==> src/rtl/pcecd_cmd_collector.sv <==
// pcecd_cmd_collector
//
// Collects a SCSI command descriptor block (CDB) from the initiator during the
// COMMAND phase. It uses a REQ/ACK handshake with one byte per handshake. The
// CDB length comes from the opcode group in byte 0:
//   group 0       -> 6 bytes
//   groups 1,2,6,7 -> 10 bytes
//   groups 3,4,5  -> illegal; only byte 0 is captured and o_cmd_error is set
// The finished CDB is presented with o_cdb_valid and held until i_cdb_ack.
//
// Optional feature (macro PCECD_CMDBUF_TIMEOUT_EN):
//   A per-byte watchdog. If the handshake stalls for TIMEOUT_CYCLES cycles in
//   REQ_HI or ACK_LO, the command is aborted and o_timeout pulses for one
//   cycle. In the default build (macro undefined) o_timeout is tied to 0 and
//   the FSM waits indefinitely.
//
// Ports:
//   i_clk        sole clock, posedge
//   i_RESET_N    synchronous active-low reset
//   i_bus_rst    initiator bus RST; same effect as reset, highest priority
//   i_phase_cmd  target is in COMMAND phase
//   i_DB[7:0]    initiator data byte
//   i_ACK        initiator ACK level
//   o_REQ        target REQ for the next command byte
//   o_cdb[79:0]  collected CDB; byte n at [8n+7:8n]; unused bytes read 0
//   o_cdb_len    bytes collected (1, 6 or 10 when valid)
//   o_cdb_valid  CDB complete, held until i_cdb_ack
//   i_cdb_ack    consumer has taken the CDB
//   o_cmd_error  illegal opcode group; qualifies o_cdb_valid
//   o_timeout    one-cycle pulse on byte timeout
module pcecd_cmd_collector #(
    parameter int unsigned TIMEOUT_CYCLES = 1024
) (
    input  logic        i_clk,
    input  logic        i_RESET_N,
    input  logic        i_bus_rst,
    input  logic        i_phase_cmd,
    input  logic [7:0]  i_DB,
    input  logic        i_ACK,
    output logic        o_REQ,
    output logic [79:0] o_cdb,
    output logic [3:0]  o_cdb_len,
    output logic        o_cdb_valid,
    input  logic        i_cdb_ack,
    output logic        o_cmd_error,
    output logic        o_timeout
);

    typedef enum logic [1:0] {
        IDLE,
        REQ_HI,
        ACK_LO,
        DONE
    } state_t;

    state_t      state_q, state_d;
    logic [79:0] cdb_q, cdb_d;
    logic [3:0]  count_q, count_d;
    logic [3:0]  target_len;
    logic        illegal_op;
    logic        soft_rst;

    assign soft_rst = !i_RESET_N || i_bus_rst;

    // Byte 0 is only read in ACK_LO and DONE, where it has already been stored.
    always_comb begin
        target_len = 4'd1;
        illegal_op = 1'b0;
        unique case (cdb_q[7:5])
            3'd0:                   target_len = 4'd6;
            3'd1, 3'd2, 3'd6, 3'd7: target_len = 4'd10;
            default: begin
                target_len = 4'd1;
                illegal_op = 1'b1;
            end
        endcase
    end

`ifdef PCECD_CMDBUF_TIMEOUT_EN
    localparam int unsigned TIMER_W = $clog2(TIMEOUT_CYCLES) + 1;

    logic [TIMER_W-1:0] timer_q, timer_d;
    logic               waiting;
    logic               expired;
    logic               timeout_q;

    assign waiting = (state_q == REQ_HI) || (state_q == ACK_LO);
    // The timer is zero on the first cycle in a wait state, so hitting N-1
    // means N cycles have elapsed.
    assign expired = waiting && (timer_q == TIMER_W'(TIMEOUT_CYCLES - 1));
`endif

    always_comb begin
        state_d = state_q;
        cdb_d   = cdb_q;
        count_d = count_q;

        unique case (state_q)
            IDLE: begin
                if (i_phase_cmd) begin
                    cdb_d   = '0;
                    count_d = '0;
                    state_d = REQ_HI;
                end
            end
            REQ_HI: begin
                if (!i_phase_cmd) begin
                    count_d = '0;
                    state_d = IDLE;
                end else if (i_ACK) begin
                    // The count never reaches 10 here. The guard keeps a
                    // stray write from landing outside the CDB.
                    for (int n = 0; n < 10; n++) begin
                        if (count_q == 4'(n)) begin
                            cdb_d[8*n +: 8] = i_DB;
                        end
                    end
                    if (count_q < 4'd10) begin
                        count_d = count_q + 4'd1;
                    end
                    state_d = ACK_LO;
                end
            end
            ACK_LO: begin
                if (!i_phase_cmd) begin
                    count_d = '0;
                    state_d = IDLE;
                end else if (!i_ACK) begin
                    state_d = (count_q >= target_len) ? DONE : REQ_HI;
                end
            end
            DONE: begin
                if (i_cdb_ack) begin
                    state_d = IDLE;
                end
            end
            default: state_d = IDLE;
        endcase

`ifdef PCECD_CMDBUF_TIMEOUT_EN
        if (expired) begin
            count_d = '0;
            state_d = IDLE;
        end
        // Clear on every state change, including an accepted byte
        // (REQ_HI -> ACK_LO).
        timer_d = (waiting && (state_d == state_q)) ? timer_q + TIMER_W'(1) : '0;
`endif
    end

    always_ff @(posedge i_clk) begin
        if (soft_rst) begin
            state_q <= IDLE;
            cdb_q   <= '0;
            count_q <= '0;
        end else begin
            state_q <= state_d;
            cdb_q   <= cdb_d;
            count_q <= count_d;
        end
    end

`ifdef PCECD_CMDBUF_TIMEOUT_EN
    always_ff @(posedge i_clk) begin
        if (soft_rst) begin
            timer_q   <= '0;
            timeout_q <= 1'b0;
        end else begin
            timer_q   <= timer_d;
            timeout_q <= expired;
        end
    end

    assign o_timeout = timeout_q;
`else
    assign o_timeout = 1'b0;
`endif

    assign o_REQ       = (state_q == REQ_HI);
    assign o_cdb_valid = (state_q == DONE);
    assign o_cmd_error = (state_q == DONE) && illegal_op;
    assign o_cdb       = cdb_q;
    assign o_cdb_len   = count_q;

endmodule

==> config.mk <==
export PLATFORM = sky130hd
export DESIGN_NAME = pcecd_cmd_collector
export DESIGN_NICKNAME = d
export VERILOG_FILES = /design/src/rtl/pcecd_cmd_collector.sv
export SDC_FILE = /design/constraint.sdc
export NUM_CORES = 1
export LEC_CHECK = 0
export ABC_CLOCK_PERIOD_IN_PS = 5050
export CAP_MARGIN = 10
export CORE_ASPECT_RATIO = 0.7
export CORE_MARGIN = 3
export CORE_UTILIZATION = 29
export CTS_CLUSTER_DIAMETER = 30
export CTS_CLUSTER_SIZE = 10
export DETAILED_ROUTE_END_ITERATION = 6
export GPL_ROUTABILITY_DRIVEN = 0
export PLACE_DENSITY_LB_ADDON = 0.05
export SYNTH_ARGS = -nofsm -noshare
export SYNTH_HDL_FRONTEND = slang
export SYNTH_SLANG_ARGS = --single-unit
==> constraint.sdc <==
create_clock -name i_clk -period 5.05 [get_ports i_clk]
set_input_delay 1.01 -clock i_clk [delete_from_list [all_inputs] [get_ports i_clk]]
set_output_delay 1.01 -clock i_clk [all_outputs]
set_load 0.01 [all_outputs]
==> results.sh <==
export IMPL_nets=467
export IMPL_synth_avg_cell_area_um2=10.3
export IMPL_path_class="reg -> out"
export IMPL_synth_most_common_cell="dfxtp_1"
export IMPL_yosys_area_share_xor_xnor_pct=0.235
export IMPL_synth_nets=385
export IMPL_synth_compound_gate_area_share_pct=7.43
export IMPL_synth_top_family_by_area="multiplexers"
export IMPL_core_area_um2=12100
export IMPL_synth_largest_area_cell="dfxtp_1"
export IMPL_layout_drive_gt1_share_pct=6.68
export IMPL_portBuffers=100
export IMPL_via_count=2811
export IMPL_ir_worst_vdd_mv=0.156
export IMPL_crit_chain="nand2b_1 > inv_4 > clkdlybuf4s50_1"
export IMPL_cts_tree="yes"
export IMPL_final_antenna_net_count=0
export IMPL_worstHoldPathCells=2
export IMPL_synth_edff_count=0
export IMPL_track_usage_pct=14.9
export IMPL_setup_viol=0
export IMPL_clock_sinks=86
export IMPL_cp_slowest_cell="clkdlybuf4s50_1"
export IMPL_synth_simple_area_share_pct=16.9
export IMPL_drv_slew=0
export IMPL_htree_num_levels=3
export IMPL_clockRootBuffer="clkbuf_16"
export IMPL_viasPerCell=4.64
export IMPL_numCtsBuffers=9
export IMPL_path_buf_inv=2
export IMPL_hpwl_um=7080
export IMPL_synth_area_top_cells="dfxtp_1 (46%), mux2i_1 (22%), nor2_1 (8.4%)"
export IMPL_synth_adder_area_share_pct=2.69
export IMPL_skew_ns=0.00545
export IMPL_ios=102
export IMPL_first_pass_iters=5
export IMPL_worst_slew_pin_transition_ns=1.19
export IMPL_post_cts_resized=0
export IMPL_yosys_top_cells_count="dfxtp_1 (86), nor2_1 (83), mux2i_1 (81)"
export IMPL_critPathLaunchType="flip-flop"
export IMPL_dpl_cell_area_um2=4780
export IMPL_end_kind="primary output"
export IMPL_clk_pin_slew_worst_paths_ns=0.06
export IMPL_fillers=1192
export IMPL_period_minus_slack_ns=3.12
export IMPL_p_leak_nw=1.98
export IMPL_area_growth_pct=35.8
export IMPL_cts_hold_buffers_added=0
export IMPL_fp_dieW_um=141
export IMPL_r2r_start="state_q[0]$_SDFFE_PP0P_"
export IMPL_regToRegSetupSlack_ns=2.73
export IMPL_ys_types=39
export IMPL_muxShareOfSynthArea_pct=21.8
export IMPL_relSlewSlack_pct=20.6
export IMPL_hold_end="o_cdb[4]$_SDFFE_PP0P_"
export IMPL_first_iter_violations=118
export IMPL_syn_area_um2=3720
export IMPL_stdcell_area_um2=5050
export IMPL_arrival_ns=2.11
export IMPL_post_drt_wl_per_cell_um=17.1
export IMPL_hold_violations=0
export IMPL_grt_pass1_vias=2843
export IMPL_synth_flop_cell="dfxtp_1"
export IMPL_hp_start="o_cdb[4]$_SDFFE_PP0P_"
export IMPL_initial_core_util_pct=30.8
export IMPL_critPathTopFamily="buffers and inverters"
export IMPL_regArea_um2=1720
export IMPL_seq_area_frac_synth_pct=46.3
export IMPL_reg2reg_to="o_cdb[77]$_SDFFE_PP0P_"
export IMPL_insertion_delay_ns=0.33
export IMPL_crit_path_max_incr_delay_ns=0.61
export IMPL_grt_pass1_wl_um=16300
export IMPL_synth_top_area_share_pct=46.3
export IMPL_period_share_pct=61.8
export IMPL_overflow=0
export IMPL_die_area_um2=14200
export IMPL_synth_seq_cells=86
export IMPL_grt_setup_unrepaired="no"
export IMPL_rows=33
export IMPL_clockBufferDepth=2
export IMPL_synthCells=363
export IMPL_drc=0
export IMPL_wl_um=10300
export IMPL_crit_required_ns=4.04
export IMPL_hold_class="reg -> reg"
export IMPL_num_antenna_cells=0
export IMPL_grt_max_degree=56
export IMPL_synthArstFlopShare_pct=0
export IMPL_post_cts_buffers=0
export IMPL_multi_input_area_um2=1830
export IMPL_maxCapViolations=0
export IMPL_powerDensity_nw_per_um2=283
export IMPL_die_y_um=101
export IMPL_cp_max_fo=17
export IMPL_tns_ns=0
export IMPL_max_freq_mhz=321
export IMPL_yosys_warnings=0
export IMPL_holdWs_ns=0.493
export IMPL_outcome="complete, no violations"
export IMPL_rr_worst_depth=5
export IMPL_antenna_found_initial=0
[final cells by class]
type	instances	share of cell area, %
Multi-Input combinational cell	243	36.3
Sequential cell	86	34.1
Timing Repair Buffer	101	20.0
Clock buffer	12	5.08
Tap cell	157	3.89
Clock inverter	3	0.396
Inverter	4	0.347
[flip-flops by register name, summed over array words and instances, names as in the netlist]
register and count:
o_cdb_len 4, o_cdb 80, state_q 2
[worst max path at each step]
stage,start,to,slack (ns),depth (start not counted)
after global placement,i_ACK,o_cdb[76]$_SDFFE_PP0P_,1.82,5
after CTS,state_q[0]$_SDFFE_PP0P_,o_REQ,1.90,3
after detailed placement,i_phase_cmd,o_cdb[77]$_SDFFE_PP0P_,1.76,5
after floorplan,i_phase_cmd,o_cdb[0]$_SDFFE_PP0P_,2.90,6
after global routing,state_q[0]$_SDFFE_PP0P_,o_REQ,1.79,3
final,state_q[0]$_SDFFE_PP0P_,o_REQ,1.93,3
[placed cells by master, fill, tap and decap left out, types with 5 or more instances in the layout]
cell             count
clkdlybuf4s50_1    100
ha_1                 8
nor2b_1              5
nor3b_1              6
and2_1               5
nand2b_1             5
nor2_1              83
a211oi_4             6
and2_0               5
clkbuf_16            9
a21oi_1              5
dfxtp_1             86
mux2i_1             81
[tightest hold or removal path, cell delays in order, from the launching register on]
cell	delay, ns
dfxtp_1	0.32
mux2i_1	0.07
nor2_1	0.07
[kinds of logic after synthesis]
logic type | Yosys count
buffers and inverters | 34
and+or+nand+nor | 126
DFF | 86
AOI/OAI and AO/OA | 26
adders and majority gates | 8
other | 1
muxes | 81
xor gates and xnor gates | 1
[routing by layer]
layer / track usage [%] / part of all wire (%) / vias up
met5: 0 / 0 / -
met4: 4.06 / 1.1 / 0
met3: 6.40 / 8.3 / 9
met2: 20.1 / 39 / 87
met1: 21.6 / 51 / 1328
li1: - / - / 1387
[where the power goes]
group	leakage, nW	switching (mW)	total (mW)	internal, mW
Combinational	1.16	0.0681	0.121	0.0529
Clock	0.131	0.263	0.620	0.357
Sequential	0.693	0.00404	0.687	0.683
Total	1.98	0.335	1.43	1.09
[metrics by stage]
stage                     setup slack [ns]  power, mW  std cells  utilization, %
after CTS                             1.90       1.45        606            41.8
after detailed placement              1.76      0.825        591            39.5
after global placement                1.82      0.825        591            39.5
after floorplan                       2.90      0.788        363               -
after global routing                  1.79       1.49        606            41.8
final                                 1.93       1.43        606            41.8
(Power assumes the default switching activity.)
